[src/rtl/ps2_event_decoder.sv]
// PS/2 scan-code stream to key-event decoder: E0/F0/E1 prefix handling,
// optional typematic-repeat filter and a valid/ready event FIFO.
module ps2_event_decoder #(
  parameter int FIFO_DEPTH     = 8,
  parameter int FILTER_REPEAT  = 1,
  parameter int TIMEOUT_CYCLES = 100000,
  parameter int PAUSE_LEN      = 7
) (
  input  logic                          clk,
  input  logic                          rst,
  input  logic [7:0]                    rx_data,
  input  logic                          rx_valid,
  output logic                          ev_valid,
  input  logic                          ev_ready,
  output logic [7:0]                    ev_code,
  output logic                          ev_ext,
  output logic                          ev_break,
  output logic [$clog2(FIFO_DEPTH):0]   fifo_count,
  output logic                          overflow,
  input  logic                          ovf_clr
);

  localparam int AW   = $clog2(FIFO_DEPTH);
  localparam int CW   = AW + 1;
  localparam int TW   = $clog2(TIMEOUT_CYCLES + 1);
  localparam int SW   = $clog2(PAUSE_LEN + 1);
  localparam bit FILT = (FILTER_REPEAT != 0);

  typedef enum logic [2:0] {S_IDLE, S_EXT, S_BRK, S_EXT_BRK, S_PAUSE} state_t;

  state_t          state, state_nxt;
  logic [SW-1:0]   skip, skip_nxt;
  logic [TW-1:0]   tmo_cnt;
  logic            emit, em_ext, em_brk;
  logic [7:0]      em_code;
  logic            lm_valid;
  logic [8:0]      lm;
  logic            suppress, push;

  logic [9:0]      mem [FIFO_DEPTH];
  logic [AW-1:0]   wr_ptr, rd_ptr;
  logic [CW-1:0]   count;
  logic            pop, full, wr_en, drop;

  always_comb begin
    state_nxt = state;
    skip_nxt  = skip;
    emit      = 1'b0;
    em_code   = rx_data;
    em_ext    = 1'b0;
    em_brk    = 1'b0;
    if (rx_valid) begin
      unique case (state)
        S_IDLE: begin
          unique case (rx_data)
            8'hE0: state_nxt = S_EXT;
            8'hF0: state_nxt = S_BRK;
            8'hE1: begin
              state_nxt = S_PAUSE;
              skip_nxt  = SW'(PAUSE_LEN);
            end
            8'h00, 8'hAA, 8'hEE, 8'hFA, 8'hFE, 8'hFF: ;
            default: emit = 1'b1;
          endcase
        end
        S_EXT: begin
          if (rx_data == 8'hF0) begin
            state_nxt = S_EXT_BRK;
          end else if (rx_data != 8'hE0) begin
            emit      = 1'b1;
            em_ext    = 1'b1;
            state_nxt = S_IDLE;
          end
        end
        S_BRK, S_EXT_BRK: begin
          state_nxt = S_IDLE;
          if (rx_data != 8'hE0 && rx_data != 8'hF0) begin
            emit   = 1'b1;
            em_ext = (state == S_EXT_BRK);
            em_brk = 1'b1;
          end
        end
        S_PAUSE: begin
          skip_nxt = skip - SW'(1);
          if (skip == SW'(1)) begin
            emit      = 1'b1;
            em_code   = 8'hE1;
            state_nxt = S_IDLE;
          end
        end
        default: state_nxt = S_IDLE;
      endcase
    end else if (state != S_IDLE && tmo_cnt == TW'(TIMEOUT_CYCLES - 1)) begin
      state_nxt = S_IDLE;
    end
  end

  // Repeat filter sits before the FIFO, so a dropped (overflowed) make still counts as "last make".
  assign suppress = FILT && emit && !em_brk && lm_valid && (lm == {em_ext, em_code});
  assign push     = emit && !suppress;

  always_ff @(posedge clk or posedge rst) begin
    if (rst) begin
      state    <= S_IDLE;
      skip     <= '0;
      tmo_cnt  <= '0;
      lm_valid <= 1'b0;
      lm       <= '0;
    end else begin
      state <= state_nxt;
      skip  <= skip_nxt;
      if (rx_valid || state == S_IDLE || tmo_cnt == TW'(TIMEOUT_CYCLES - 1))
        tmo_cnt <= '0;
      else
        tmo_cnt <= tmo_cnt + TW'(1);
      if (FILT && emit) begin
        if (em_brk) begin
          lm_valid <= 1'b0;
        end else if (!suppress) begin
          lm       <= {em_ext, em_code};
          lm_valid <= 1'b1;
        end
      end
    end
  end

  assign pop   = (count != '0) && ev_ready;
  assign full  = (count == CW'(FIFO_DEPTH));
  assign wr_en = push && (!full || pop);
  assign drop  = push && full && !pop;

  always_ff @(posedge clk or posedge rst) begin
    if (rst) begin
      for (int unsigned i = 0; i < FIFO_DEPTH; i++) mem[i] <= '0;
      wr_ptr   <= '0;
      rd_ptr   <= '0;
      count    <= '0;
      overflow <= 1'b0;
    end else begin
      if (wr_en) begin
        mem[wr_ptr] <= {em_code, em_ext, em_brk};
        wr_ptr      <= wr_ptr + AW'(1);
      end
      if (pop) rd_ptr <= rd_ptr + AW'(1);
      if (wr_en && !pop)      count <= count + CW'(1);
      else if (!wr_en && pop) count <= count - CW'(1);
      if (drop)         overflow <= 1'b1;
      else if (ovf_clr) overflow <= 1'b0;
    end
  end

  assign ev_valid   = (count != '0);
  assign ev_code    = mem[rd_ptr][9:2];
  assign ev_ext     = mem[rd_ptr][1];
  assign ev_break   = mem[rd_ptr][0];
  assign fifo_count = count;

endmodule

[config.mk]
export PLATFORM = sky130hd
export DESIGN_NAME = ps2_event_decoder
export DESIGN_NICKNAME = d
export VERILOG_FILES = /design/src/rtl/ps2_event_decoder.sv
export SDC_FILE = /design/constraint.sdc
export NUM_CORES = 1
export LEC_CHECK = 0
export ABC_AREA = 0
export BUFFER_PORTS_ARGS = -buffer_cell sky130_fd_sc_hd__clkbuf_2
export CAP_MARGIN = 15
export CORE_MARGIN = 5
export CORE_UTILIZATION = 50
export CTS_BUF_LIST = sky130_fd_sc_hd__clkbuf_4 sky130_fd_sc_hd__clkbuf_8
export DETAILED_ROUTE_END_ITERATION = 6
export GPL_ROUTABILITY_DRIVEN = 1
export GPL_TIMING_DRIVEN = 0
export PLACE_DENSITY = 0.67
export SLEW_MARGIN = 10
export SYNTH_ARGS = -nofsm -noshare
export SYNTH_HDL_FRONTEND = slang
export SYNTH_SLANG_ARGS = --single-unit
[constraint.sdc]
create_clock -name clk -period 4.9 [get_ports clk]
set_clock_uncertainty 0.15 [all_clocks]
set_input_delay 0.49 -clock clk [delete_from_list [all_inputs] [get_ports clk]]
set_output_delay 0.49 -clock clk [all_outputs]
set_load 0.03 [all_outputs]
# After elaboration in Yosys (flattened, before gate mapping)
# Cells that the tools add are included.
classes:
  n_eq_ne: 23
  addsub: 6
  reduce_logical: 35
  magnitude_cmp: 3
  n_mux: 37
  bitwise_logic: 4
op_table:
  columns: ["cell", "count"]
  rows:
  - ["80-bit bitwise mux", 1]
  - ["8-bit equality test, second input constant", 8]
  - ["10-bit binary-select mux with 3-bit select", 1]
  - ["10-bit demux with 3-bit select", 1]
  - ["10-bit 2-to-1 mux", 3]
  - ["8-bit 2-to-1 mux", 3]
  - ["3-bit 2-to-1 mux", 6]
  - ["3-bit one-hot mux with 3 select lines", 2]
  - ["17-bit by 1-bit adder with 17-bit output, second input constant", 1]
  - ["17-bit equality test, second input constant", 1]
  - ["17-bit 2-to-1 mux", 1]
  - ["8-bit != test, second input constant", 2]
  - ["1-bit 2-to-1 mux", 14]
  - ["1-bit logical AND", 13]
  - ["9-bit equality test", 1]
  - ["9-bit OR reduction", 1]
  - ["4-bit greater-or-equal comparator, second input constant", 2]
  - ["8-bit zero test", 1]
  - ["4-bit 2-to-1 mux", 2]
  - ["3-bit inverter with 4-bit output", 2]
  - ["2-bit nonzero test", 4]
  - ["3-bit by 1-bit adder with 3-bit output, second input constant", 2]
  - ["3-bit by 1-bit equality test with 1-bit output, second input constant", 2]
  - ["3-bit by 2-bit equality test with 1-bit output, second input constant", 2]
  - ["other kinds (24)", 32]
totals:
  regBits: 124
  out_inout_bits: 16
  elab_cells: 125

# Logic depth before layout (Yosys ltp)
# Gate-level depths: netlist of run 1.
logic_depth:
  word_depth: 16
  depth_mapped: 20
  depth_no_buf: 17

# Least setup slack after synthesis of run 1
# OpenSTA, ideal clock, no wires.
synth_path:
  kind: "register -> register"
  startpoint: "register skip[1]"
  endpoint: "register count[3], in the netlist fifo_count[3]"
  path_stages_with_launch: 21
  arrival_time_ps: 3370
  synth_period_minus_slack_ps: 3657
  setup_time_ps: 137
  slack_ps: 1243
  path_cell_list: "dfrtp_1 inv_1 ha_1 nor2b_2 nand4_1 clkbuf_2 nor2_1 o2111ai_1 or3_1 clkbuf_2 buf_6 a31oi_2 inv_1 ha_1 inv_1 ha_1 a21o_1 a21oi_1 xnor2_1 nor2_1 xor2_1"
synth_between:
  elab_chain_cells: 13
  elab_cells_between_ends: 19
  cone_classes: "2 x eq/ne; 7 x mux; 10 x reduce/logical"
synth_rtl:
  columns: ["item", "line", "source"]
  rows:
  - ["start: declaration", "32", "logic [SW-1:0] skip, skip_nxt;"]
  - ["start signal: assignment", "111", "skip <= skip_nxt;"]
  - ["3-bit by 1-bit equality test with 1-bit output *", "85", "if (skip == SW'(1)) begin"]
  - ["1-bit 2-to-1 mux", "85", null]
  - ["1-bit one-hot mux with 4 select lines", "53", "unique case (state)"]
  - ["1-bit 2-to-1 mux", "52", "if (rx_valid) begin"]
  - ["1-bit logical AND (3 in a row)", "99", "assign suppress = FILT && emit && !em_brk && lm_valid && (lm == {em_ext, em_code});"]
  - ["1-bit zero test", null, null]
  - ["1-bit logical AND *", "100", "assign push = emit && !suppress;"]
  - ["1-bit logical AND *", "129", "assign wr_en = push && (!full || pop);"]
  - ["net wr_en", "43", "logic pop, full, wr_en, drop;"]
  - ["1-bit zero test", "146", "else if (!wr_en && pop) count <= count - CW'(1);"]
  - ["1-bit logical AND", "146", null]
  - ["2-bit nonzero test (no line)", null, null]
  - ["end signal: assignment", "145", "if (wr_en && !pop) count <= count + CW'(1);"]
  - ["end signal: assignment", "146", null]
  - ["end: declaration", "42", "logic [CW-1:0] count;"]
# Mark *: on every way through the listed nets, which the timed path passes. The rest lies on a longest branch.
# A chain may end at the register's enable or synchronous reset.

# Worst setup path in the final report of run 1
# Ends and elaborated chain as after synthesis.

==> metrics.md, run 1 <==
| Metric | Value |
|---|---|
| CTS Hold Bufs | `1` |
| Main combinational cell family by area after synthesis | `multiplexers` |
| Final #Nets | `592` |
| Routed len/inst | `17.4 um` |
| Global route total overflow | `0` |
| Clk pin slew, worst setup/hold paths | `70 ps` |
| Final setup vio count | `0` |
| Min-Delay Startpoint | `ovf_clr` |
| Slowest stage cell, crit path | `or3_1` |
| Synth async-reset ratio | `1.00` |
| Final instance area | `7250 um^2` |
| Multi-input logic area | `3140 um^2` |
| YS warnings | `0` |
| Prevailing post-synth register cell | `dfrtp_1` |
| CTS buffer count | `17` |
| Core box area | `12600 um^2` |
| Final wirelength | `13100 um` |
| Unrepaired setup endpoints after global routing | `no` |
| Placement Cell Area | `6810 um^2` |
| Worst-path cell chain | `inv_1 > ha_1 > nor2b_2 > nand4_1 > clkbuf_2 > nor2_1 > o2111ai_1 > or3_1 > clkbuf_2 > buf_6 > a31oi_2 > inv_1 > ha_1 > inv_1 > ha_1 > a21o_1 > a21oi_1 > xnor2_1 > nor2_1 > xor2_1` |
| Post-synthesis instance total | `521` |
| Pwr Density | `608 nW/um^2` |
| Worst setup path startpoint | `skip[1]$_DFFE_PP0P_` |
| Initial Utilization | `0.509` |
| Mux cell area share after synthesis | `0.235` |
| Maxcap violations | `0` |
| Die Y | `123 um` |
| Net Sw Frac | `0.354` |
| CP required | `5080 ps` |
| Vias | `4273` |
| Number of routed nets with antenna violations | `0` |
| Crit start category | `flip-flop` |
| Htree depth | `4` |
| XOR/XNOR Fraction of Synth Area | `0.0286` |
| Syn nets | `543` |
| Worst Path Arrival | `4270 ps` |
| Fin crit share | `0.834` |
| ANT cells | `0` |
| Worst Path Max Fanout | `10` |
| Final Slew Violations | `0` |
| I/O pin count | `29` |
| Pleak | `3.16 nW` |
| Largest net degree at the start of global routing | `91` |
| Post-synthesis sequential element count | `124` |
| R2R Path Start | `skip[1]$_DFFE_PP0P_` |
| Cts repair resizes | `0` |
| Antenna violations before repair | `0` |
| Vias in the first global route | `4514` |
| Least-Margin Pin Slew | `1020 ps` |
| CP Class | `reg2reg` |
| CP peak stage delay | `380 ps` |
| Total die area | `15200 um^2` |
| Fin. Hold Viols | `0` |
| Combinational share of power | `0.408` |
| Yosys cell types | `58` |
| Clock latency on the worst-skew pair | `450 ps` |
| Internal power | `2.85 mW` |
| Fraction of the mapped netlist area in simple logic gates | `0.121` |
| Sequential cell area | `3100 um^2` |
| Floorplan row count | `41` |
| Sink Count | `124` |
| Area grow syn2layout | `13.0%` |
| Switch Pwr | `1.56 mW` |
| TritonCTS clock tree | `built` |
| Hold crit path type | `in2reg` |
| Detailed Place HPWL | `8800 um` |
| Clock root cell | `clkbuf_8` |
| Avg Cell Area, Syn | `12.3 um^2` |
| Fillers | `1090` |
| Status | `finished clean` |
| CP Capture Type | `flip-flop` |
| GPL Wtd Cong | `0.862` |
| Drc violations | `0` |
| Core Util, Final | `0.575` |
| Port Buffers | `28` |
| # Post-CTS Setup Buffers | `0` |
| Fin crit period | `4090 ps` |
| Area share of fa/ha/maj cells after synthesis | `0.0187` |
| Register share of total power | `0.369` |
| GRT Total Usage | `0.193` |
| Slew margin rel. | `0.323` |
| Post-synthesis compound-gate area fraction | `0.0849` |
| Initial DRC Count | `300` |
| VDD IR-drop max | `0.234 mV` |
| First-pass GRT wire length | `22400 um` |
| Chip width | `123 um` |
| Share of layout cells above drive strength 1 | `0.329` |
| EDFF count, synth | `0` |
| Maximum clock path buffer count | `2` |
| Mapped Area | `6420 um^2` |
| Fmax | `0.245 GHz` |
| TritonRoute pass-1 iters | `4` |
| Seq/Total Area, Yosys | `0.483` |
| Vias per cell | `5.66` |
| Clock share of power | `0.223` |
==> registers in the layout (all words and copies together), names as in the netlist, 3 cells and up <==
| name | flops |
|---|---|
| wr_ptr | 3 |
| lm | 9 |
| tmo_cnt | 17 |
| rd_ptr | 3 |
| mem | 80 |
| skip | 3 |
| state | 3 |
| fifo_count | 4 |
==> cell usage after synthesis, drive strengths merged, types with 8 or more instances <==
master,number,share of area
mux4,20,0.070
clkbuf,18,0.011
xor2,9,0.012
nor2b,8,0.0082
nand2,20,0.012
dfrtp,124,0.48
nand3,22,0.018
a31oi,12,0.030
a21oi,12,0.0094
ha,8,0.016
mux2,94,0.16
inv,17,0.0099
nor2,47,0.030
buf,9,0.0076
nand2b,9,0.0088
a21o,9,0.011
xnor2,12,0.016
==> stage by stage <==
| stage | total power, mW | hold WS (ps) | instances | TNS [ps] | setup slack, ps |
|---|---|---|---|---|---|
| after global placement | 3.38 | 313 | 721 | -39760 | -331 |
| after global routing | 4.70 | 35.3 | 755 | 0 | 497 |
| final | 4.41 | 68.7 | 755 | 0 | 811 |
| after CTS | 4.46 | 38.2 | 755 | 0 | 804 |
| after floorplan | 3.04 | 294 | 521 | 0 | 961 |
| after detailed placement | 3.46 | 321 | 722 | 0 | 829 |
==> power groups by stage <==
stage               clock [mW]  sequential (mW)  combinational [mW]
floorplan                    0             1.61                1.43
global placement             0             1.62                1.77
detailed placement           0             1.65                1.81
CTS                       1.01             1.63                1.82
global route              1.06             1.67                1.97
finish                   0.981             1.63                1.80
==> layout by cell type (no fill, tap or decap), types with 5 or more instances in the layout <==
cell / instances
nand4_1: 5
mux2_2: 87
mux2_1: 7
inv_1: 16
and3_1: 6
nand2b_1: 9
xnor2_1: 12
dfrtp_1: 124
a21oi_1: 12
xor2_1: 9
or3_1: 5
o21ai_0: 7
clkbuf_8: 17
a21o_1: 9
nor4_1: 7
nor2_1: 46
mux4_2: 20
ha_1: 8
clkbuf_1: 16
nor2b_1: 7
nand3_1: 21
nand2_1: 20
clkbuf_2: 30
a31oi_4: 6
==> worst paths after layout <==
check / slack (ps) / endpoint / depth (start not counted)
setup / recovery: 810 / fifo_count[3]$_DFFE_PP0P_ / 20
hold / removal: 70 / overflow$_DFFE_PP0P_ / 2
setup reg to reg: 810 / fifo_count[3]$_DFFE_PP0P_ / 20
hold reg to reg: 330 / mem[30]$_DFFE_PP0P_ / 1
max in group asynchronous: 3430 / mem[23]$_DFFE_PP0P_ / 4
min in group asynchronous: 430 / skip[2]$_DFFE_PP0P_ / 3
==> logic make-up (layout without fill, tap and decap cells) <==
kind of cell | after synthesis | count (layout)
buffers and inverters | 44 | 106
adders and majority gates | 9 | 9
and+or+nand+nor | 148 | 148
DFF | 124 | 124
muxes | 114 | 114
xor gates and xnor gates | 21 | 21
AOI/OAI and AO/OA | 61 | 61
==> layout make-up <==
cell class,instances,area share
Sequential cell,124,0.428
Inverter,17,0.00949
Tap cell,172,0.0297
Timing Repair Buffer,30,0.0245
Buffer,27,0.0164
Multi-Input combinational cell,353,0.432
Clock buffer,18,0.0333
Clock inverter,14,0.0266
==> critical path: cells and delay by family, from the launching register on <==
family                   cells  cell delay (ps)
buffers and inverters        6              880
AND/OR/NAND/NOR              5             1030
AO/OA/AOI/OAI                4              680
XOR/XNOR                     2              280
adder cells (fa/ha/maj)      3              600
flip-flops                   1              360
==> per-layer routing <==
layer	part of all wire	global-route usage	up-vias	wire [um]
li1	-	-	2001	-
met1	0.46	0.260	2183	6080
met2	0.49	0.304	67	6360
met3	0.036	0.0526	22	478
met4	0.015	0.0630	0	192
met5	0	0	-	0
Power figures use the tool's default switching activity.
==> run 2: changes to the inputs <==
==> constraint.sdc (replaced) <==
create_clock -name clk -period 3.9 [get_ports clk]
set_clock_uncertainty 0.15 [all_clocks]
set_input_delay 0.39 -clock clk [delete_from_list [all_inputs] [get_ports clk]]
set_output_delay 0.39 -clock clk [all_outputs]
set_load 0.03 [all_outputs]
==> run 2 against run 1 <==
  * Cell count rose by 1.2%
  * Clock power is 25% higher
  * Non-clock buffer count increased by 9
  * Fmax is 11% higher
  * Clock-buffer cell count unchanged
  * Combinational power up 27%
  * Die area did not move
  * Critical path type unchanged
  * Critical endpoint unchanged
  * Highest routed layer unchanged
==> metrics.md, run 2 (synthesis results as in run 1) <==
| Metric | Value |
|---|---|
| Core Util, Final | `0.583 (+0.00793)` |
| Port Buffers | `28 (unchanged)` |
| GRT met1 Usage | `0.259 (-0.00121)` |
| GPL Wtd Cong | `0.862 (unchanged)` |
| Fmax | `0.271 GHz (+11%)` |
| Worst setup path startpoint | `state[1]$_DFFE_PP0P_` |
| CTS buffer count | `17 (unchanged)` |
| Vias per cell | `5.64 (-0.30%)` |
| GRT Total Usage | `0.193 (+0.000393)` |
| Routed len/inst | `17.3 um (-0.50%)` |
| Commonest non-fill, non-tap cell in the layout | `dfrtp_1` |
| Pwr Density | `756 nW/um^2 (+24%)` |
| I/O pin count | `29 (unchanged)` |
| Worst Path Max Fanout | `10 (unchanged)` |
| Worst setup path endpoint | `fifo_count[3]$_DFFE_PP0P_` |
| Pleak | `3.21 nW (+1.5%)` |
| RR Endpoint | `fifo_count[3]$_DFFE_PP0P_` |
| Global route total overflow | `0 (unchanged)` |
| Vias | `4311 (+0.89%)` |
| Sequential cell area | `3100 um^2 (unchanged)` |
| Chip width | `123 um (unchanged)` |
| Most frequent cells in the layout | `dfrtp_1 (124), mux2_2 (87), nor2_1 (46)` |
| Slew margin rel. | `0.347 (+0.0239)` |
| Crit start category | `flip-flop` |
| Status | `finished clean` |
| Worst Path Arrival | `3880 ps (-390 ps)` |
| Max reg flops | `80 (unchanged)` |
| Hold crit path type | `in2reg` |
| CP required | `4080 ps (-1000 ps)` |
| Floorplan row count | `41 (unchanged)` |
| Final wirelength | `13200 um (+0.69%)` |
| Core box area | `12600 um^2 (unchanged)` |
| CP Class | `reg2reg` |
| Final instance area | `7350 um^2 (+1.4%)` |
| Least-Margin Pin Slew | `980 ps (-35.9 ps)` |
| Top flop regs | `mem: 80 flops, tmo_cnt: 17 flops, lm: 9 flops` |
| Placement Cell Area | `6810 um^2 (unchanged)` |
| Fin crit share | `0.947 (+0.113)` |
| Area grow syn2layout | `14.5%` |
| Maxcap violations | `0 (unchanged)` |
| Final Slew Violations | `0 (unchanged)` |
| Final setup vio count | `0 (unchanged)` |
| Clock latency on the worst-skew pair | `450 ps (about the same)` |
| Met3 Track Usage GR | `0.0540 (+0.00137)` |
| Number of routed nets with antenna violations | `0 (unchanged)` |
| Vias in the first global route | `4534 (+0.44%)` |
| Fin crit period | `3690 ps (-395 ps)` |
| Fin. Hold Viols | `0 (unchanged)` |
| Final #Nets | `601 (+1.5%)` |
| TritonRoute pass-1 iters | `7 (+3)` |
| Setup ws final | `206 ps (-605 ps)` |
| TritonCTS clock tree | `built` |
| Multi-input logic area | `3160 um^2 (+0.60%)` |
| Sink Count | `124 (unchanged)` |
| Clk pin slew, worst setup/hold paths | `70 ps (about the same)` |
| Share of layout cells above drive strength 1 | `0.341 (+0.0119)` |
| Grt peak-use layer | `met2` |
| Clock root cell | `clkbuf_8` |
| Htree depth | `4 (unchanged)` |
| Register with the most flip-flops | `mem` |
| GR Util met2 | `0.305 (+0.000680)` |
| Initial Utilization | `0.509 (unchanged)` |
| Post-placement setup slack | `-171 ps (-1000 ps)` |
| Die Y | `123 um (unchanged)` |
| First-pass GRT wire length | `22500 um (+0.12%)` |
| Hold_ws | `90.3 ps (+21.6 ps)` |
| VDD IR-drop max | `0.291 mV (+24%)` |
| Fillers | `1083 (-0.64%)` |
| Total die area | `15200 um^2 (unchanged)` |
| Largest net degree at the start of global routing | `91 (unchanged)` |
| Initial DRC Count | `265 (-12%)` |
| Maximum clock path buffer count | `2 (unchanged)` |
| Antenna violations before repair | `0 (unchanged)` |
| Worst reg-to-reg setup slack | `210 ps (-610 ps)` |
| R2R Path Start | `state[1]$_DFFE_PP0P_` |
| CP Capture Type | `flip-flop` |
| ANT cells | `0 (unchanged)` |
| Total power | `5.56 mW (+26%)` |
| Detailed Place HPWL | `8800 um (unchanged)` |
| Depth of the worst register-to-register path | `17 (-15%)` |
| Drc violations | `0 (unchanged)` |
[run 2: per-layer routing]
metal  part of all wire  wire, um
met5                  0         0
met1               0.45      5960
met4              0.014       190
met3              0.038       498
met2               0.50      6550
[run 2: critical path: stages (launching register included)]
cell and delay [ps]:
dfrtp_1 350, buf_2 180, or3_1 360, a31oi_1 250, nand2_1 120, o21bai_1 210, a31oi_4 300, buf_6 240
a31oi_4 110, inv_1 90, ha_1 190, inv_2 70, ha_1 270, a21o_1 170, a21oi_1 170, xnor2_1 130
nor2_1 70, xor2_1 140
[run 2: power by group]
group          total [mW]  internal [mW]  switching [mW]
sequential           2.05           1.76           0.291
clock                1.23          0.704           0.530
combinational        2.28           1.13            1.15
total                5.56           3.59            1.97
[run 2: layout make-up]
class | count | area share
Multi-Input combinational cell | 353 | 0.429
Timing Repair Buffer | 41 | 0.0357
Buffer | 25 | 0.0157
Inverter | 17 | 0.00936
Sequential cell | 124 | 0.422
Tap cell | 172 | 0.0293
Clock inverter | 14 | 0.0262
Clock buffer | 18 | 0.0328
[run 2: repair_timing]
action,CTS,global route
pin swaps,1,4
endpoints found under the hold margin,35,0
buffers inserted,1,9
gates resized for setup,5,3
endpoints found under the setup margin,1,1
hold buffers,2,0
[run 2: worst min path at each step]
stage	from	endpoint	slack [ps]	depth (start not counted)
after floorplan	mem[10]$_DFFE_PP0P_	mem[10]$_DFFE_PP0P_	290	1
after global placement	mem[70]$_DFFE_PP0P_	mem[70]$_DFFE_PP0P_	310	1
after detailed placement	rst	skip[0]$_DFFE_PP0P_	250	2
after CTS	ev_ready	rd_ptr[2]$_DFFE_PP0P_	60	3
after global routing	ev_ready	rd_ptr[2]$_DFFE_PP0P_	70	3
final	ev_ready	rd_ptr[2]$_DFFE_PP0P_	90	3
[run 2: per-stage QoR]
| stage | setup TNS [ps] | instances |
|---|---|---|
| final | 0 | 764 |
| after global routing | -2.35 | 764 |
| after CTS | 0 | 757 |
| after detailed placement | -171 | 722 |
| after global placement | -151510 | 721 |
| after floorplan | 0 | 521 |
==> run 3: changes to the inputs <==
--- a/config.mk
+++ b/config.mk
@@ -14,6 +14,7 @@
 export DETAILED_ROUTE_END_ITERATION = 6
 export GPL_ROUTABILITY_DRIVEN = 1
 export GPL_TIMING_DRIVEN = 0
+export MAX_ROUTING_LAYER = met4
 export PLACE_DENSITY = 0.67
 export SLEW_MARGIN = 10
 export SYNTH_ARGS = -nofsm -noshare
==> run 3 against run 2 <==
  * First-iteration DRC count is 4.9% higher
  * Sequential power about the same
  * Sequential cell count stayed put
  * Clock power about the same
==> metrics.md, run 3 (synthesis results as in run 1) <==
| Metric | Value |
|---|---|
| Clock latency on the worst-skew pair | `450 ps (about the same)` |
| Maxcap violations | `0 (unchanged)` |
| Top flop regs | `mem: 80 flops, tmo_cnt: 17 flops, lm: 9 flops` |
| Status | `finished clean` |
| Final Slew Violations | `0 (unchanged)` |
| Maximum clock path buffer count | `2 (unchanged)` |
| Multi-input logic area | `3160 um^2 (unchanged)` |
| Cell count after placement | `722 (unchanged)` |
| Pleak | `3.21 nW (unchanged)` |
| Combinational share of power | `0.410 (about the same)` |
| GPL Wtd Cong | `0.876 (+1.6%)` |
| Clock root cell | `clkbuf_8` |
| Max reg flops | `80 (unchanged)` |
| Vias in the first global route | `4523 (-0.24%)` |
| Total die area | `15200 um^2 (unchanged)` |
| VDD IR-drop max | `0.291 mV (about the same)` |
| Commonest non-fill, non-tap cell in the layout | `dfrtp_1` |
| Min-Delay Startpoint | `ev_ready` |
| R2R Path Start | `state[1]$_DFFE_PP0P_` |
| Fin cells | `764 (unchanged)` |
| Least-Margin Pin Slew | `996 ps (+15.7 ps)` |
| Area grow syn2layout | `14.5% (unchanged)` |
| Detailed Place HPWL | `8800 um (unchanged)` |
| Final setup vio count | `0 (unchanged)` |
| Fillers | `1083 (unchanged)` |
| Pwr Density | `756 nW/um^2 (about the same)` |
| Hold_ws | `90.4 ps (+0.108 ps)` |
| Switch Pwr | `1.97 mW (about the same)` |
| Htree depth | `4 (unchanged)` |
| Register with the most flip-flops | `mem` |
| Routed len/inst | `17.3 um (about the same)` |
| Slew margin rel. | `0.336 (-0.0105)` |
| Share of layout cells above drive strength 1 | `0.341 (unchanged)` |
| WP buf/inv | `4 (unchanged)` |
| Cell family with most CP delay | `compound AO/OA/AOI/OAI gates` |
| Global route total overflow | `0 (unchanged)` |
| GRT Total Usage | `0.199 (+0.00603)` |
| Vias | `4337 (+0.60%)` |
| Internal power | `3.59 mW (about the same)` |
| Worst setup path startpoint | `state[1]$_DFFE_PP0P_` |
| Hold crit path type | `in2reg` |
| Slowest stage cell, crit path | `or3_1` |
| I/O pin count | `29 (unchanged)` |
| TritonRoute pass-1 iters | `5 (-2)` |
| First-pass GRT wire length | `22500 um (+0.16%)` |
| Sink Count | `124 (unchanged)` |
| Fin. Hold Viols | `0 (unchanged)` |
| Sequential cell area | `3100 um^2 (unchanged)` |
| Vias per cell | `5.68 (+0.60%)` |
| Antenna violations before repair | `0 (unchanged)` |
| Fin crit share | `0.949 (+0.00174)` |
| Clock share of power | `0.222 (about the same)` |
| Total power | `5.56 mW (about the same)` |
| Largest net degree at the start of global routing | `91 (unchanged)` |
| Core box area | `12600 um^2 (unchanged)` |
| Port Buffers | `28 (unchanged)` |
| Crit start category | `flip-flop` |
| Initial DRC Count | `278 (+4.9%)` |
| Worst Path Arrival | `3880 ps (about the same)` |
| CTS buffer count | `17 (unchanged)` |
| Fmax | `0.270 GHz (-0.18%)` |
| Worst Path Max Fanout | `10 (unchanged)` |
| Unrepaired setup endpoints after global routing | `no` |
| Floorplan row count | `41 (unchanged)` |
| CP required | `4080 ps (about the same)` |
| Register share of total power | `0.368 (about the same)` |
| Fin crit period | `3700 ps (+6.78 ps)` |
| TritonCTS clock tree | `built` |
| CP Capture Type | `flip-flop` |
| Final instance area | `7350 um^2 (unchanged)` |
| CP Class | `reg2reg` |
| Setup ws final | `200 ps (-6.78 ps)` |
| Final #Nets | `601 (unchanged)` |
| ANT cells | `0 (unchanged)` |
| Die Y | `123 um (unchanged)` |
| Drc violations | `0 (unchanged)` |
| Worst-path cell chain | `buf_2 > or3_1 > a31oi_1 > nand2_1 > o21bai_1 > a31oi_4 > buf_6 > a31oi_4 > inv_1 > ha_1 > inv_2 > ha_1 > a21o_1 > a21oi_1 > xnor2_1 > nor2_1 > xor2_1` |
| Initial Utilization | `0.509 (unchanged)` |
| Clk pin slew, worst setup/hold paths | `70 ps (about the same)` |
| CP peak stage delay | `360 ps (about the same)` |
| Placement Cell Area | `6810 um^2 (unchanged)` |
| Chip width | `123 um (unchanged)` |
| Number of routed nets with antenna violations | `0 (unchanged)` |
| Final wirelength | `13200 um (about the same)` |
| Most frequent cells in the layout | `dfrtp_1 (124), mux2_2 (87), nor2_1 (46)` |
| Post-placement setup slack | `-171 ps (unchanged)` |
| Net Sw Frac | `0.354 (about the same)` |
[run 3: power groups by stage]
stage | Sequential [mW] | Combinational (mW) | Clock (mW)
after floorplan | 2.02 | 1.79 | 0
after global placement | 2.03 | 2.22 | 0
after detailed placement | 2.07 | 2.28 | 0
after CTS | 2.05 | 2.30 | 1.27
after global routing | 2.10 | 2.49 | 1.33
final | 2.05 | 2.28 | 1.23
[run 3: through the flow]
step | utilization | TNS (ps)
after floorplan | - | 0
after global placement | 0.537 | -151510
after detailed placement | 0.540 | -171
after CTS | 0.578 | 0
after global routing | 0.583 | 0
final | 0.583 | 0
[run 3: worst paths after layout]
path | endpoint | slack (ps) | cells after the start
worst min-delay path | rd_ptr[2]$_DFFE_PP0P_ | 90 | 3
worst max-delay path | fifo_count[3]$_DFFE_PP0P_ | 200 | 17
min in group asynchronous | skip[2]$_DFFE_PP0P_ | 330 | 3
worst min register to register | mem[30]$_DFFE_PP0P_ | 330 | 1
worst max register to register | fifo_count[3]$_DFFE_PP0P_ | 200 | 17
max in group asynchronous | mem[14]$_DFFE_PP0P_ | 2530 | 4
[run 3: final cells by class]
| type | count | share of cell area |
|---|---|---|
| multi-input cells | 353 | 0.429 |
| flip-flops and latches | 124 | 0.422 |
| repair buffers | 41 | 0.0357 |
| clock buffers | 18 | 0.0328 |
| well taps | 172 | 0.0293 |
| clock inverters | 14 | 0.0262 |
| plain buffers | 25 | 0.0157 |
| inverters | 17 | 0.00936 |
[run 3: tightest hold or removal path: stages]
cell,delay [ps]
clkbuf_2,110
nand3_1,90
xnor2_1,60
[run 3: timing repair]
action / CTS / global route
hold endpoints to repair: 35 / 0
hold buffers: 2 / 0
resized for setup: 5 / 3
pin swaps: 1 / 4
setup buffers: 1 / 9
gates cloned: 0 / 0
setup endpoints to repair: 1 / 1
[run 3: metal layers]
layer / global-route usage / vias up / part of all wire
li1: - / 2016 / -
met1: 0.259 / 2221 / 0.45
met2: 0.305 / 81 / 0.50
met3: 0.0526 / 19 / 0.040
met4: 0.0692 / 0 / 0.012
met5: - / - / 0
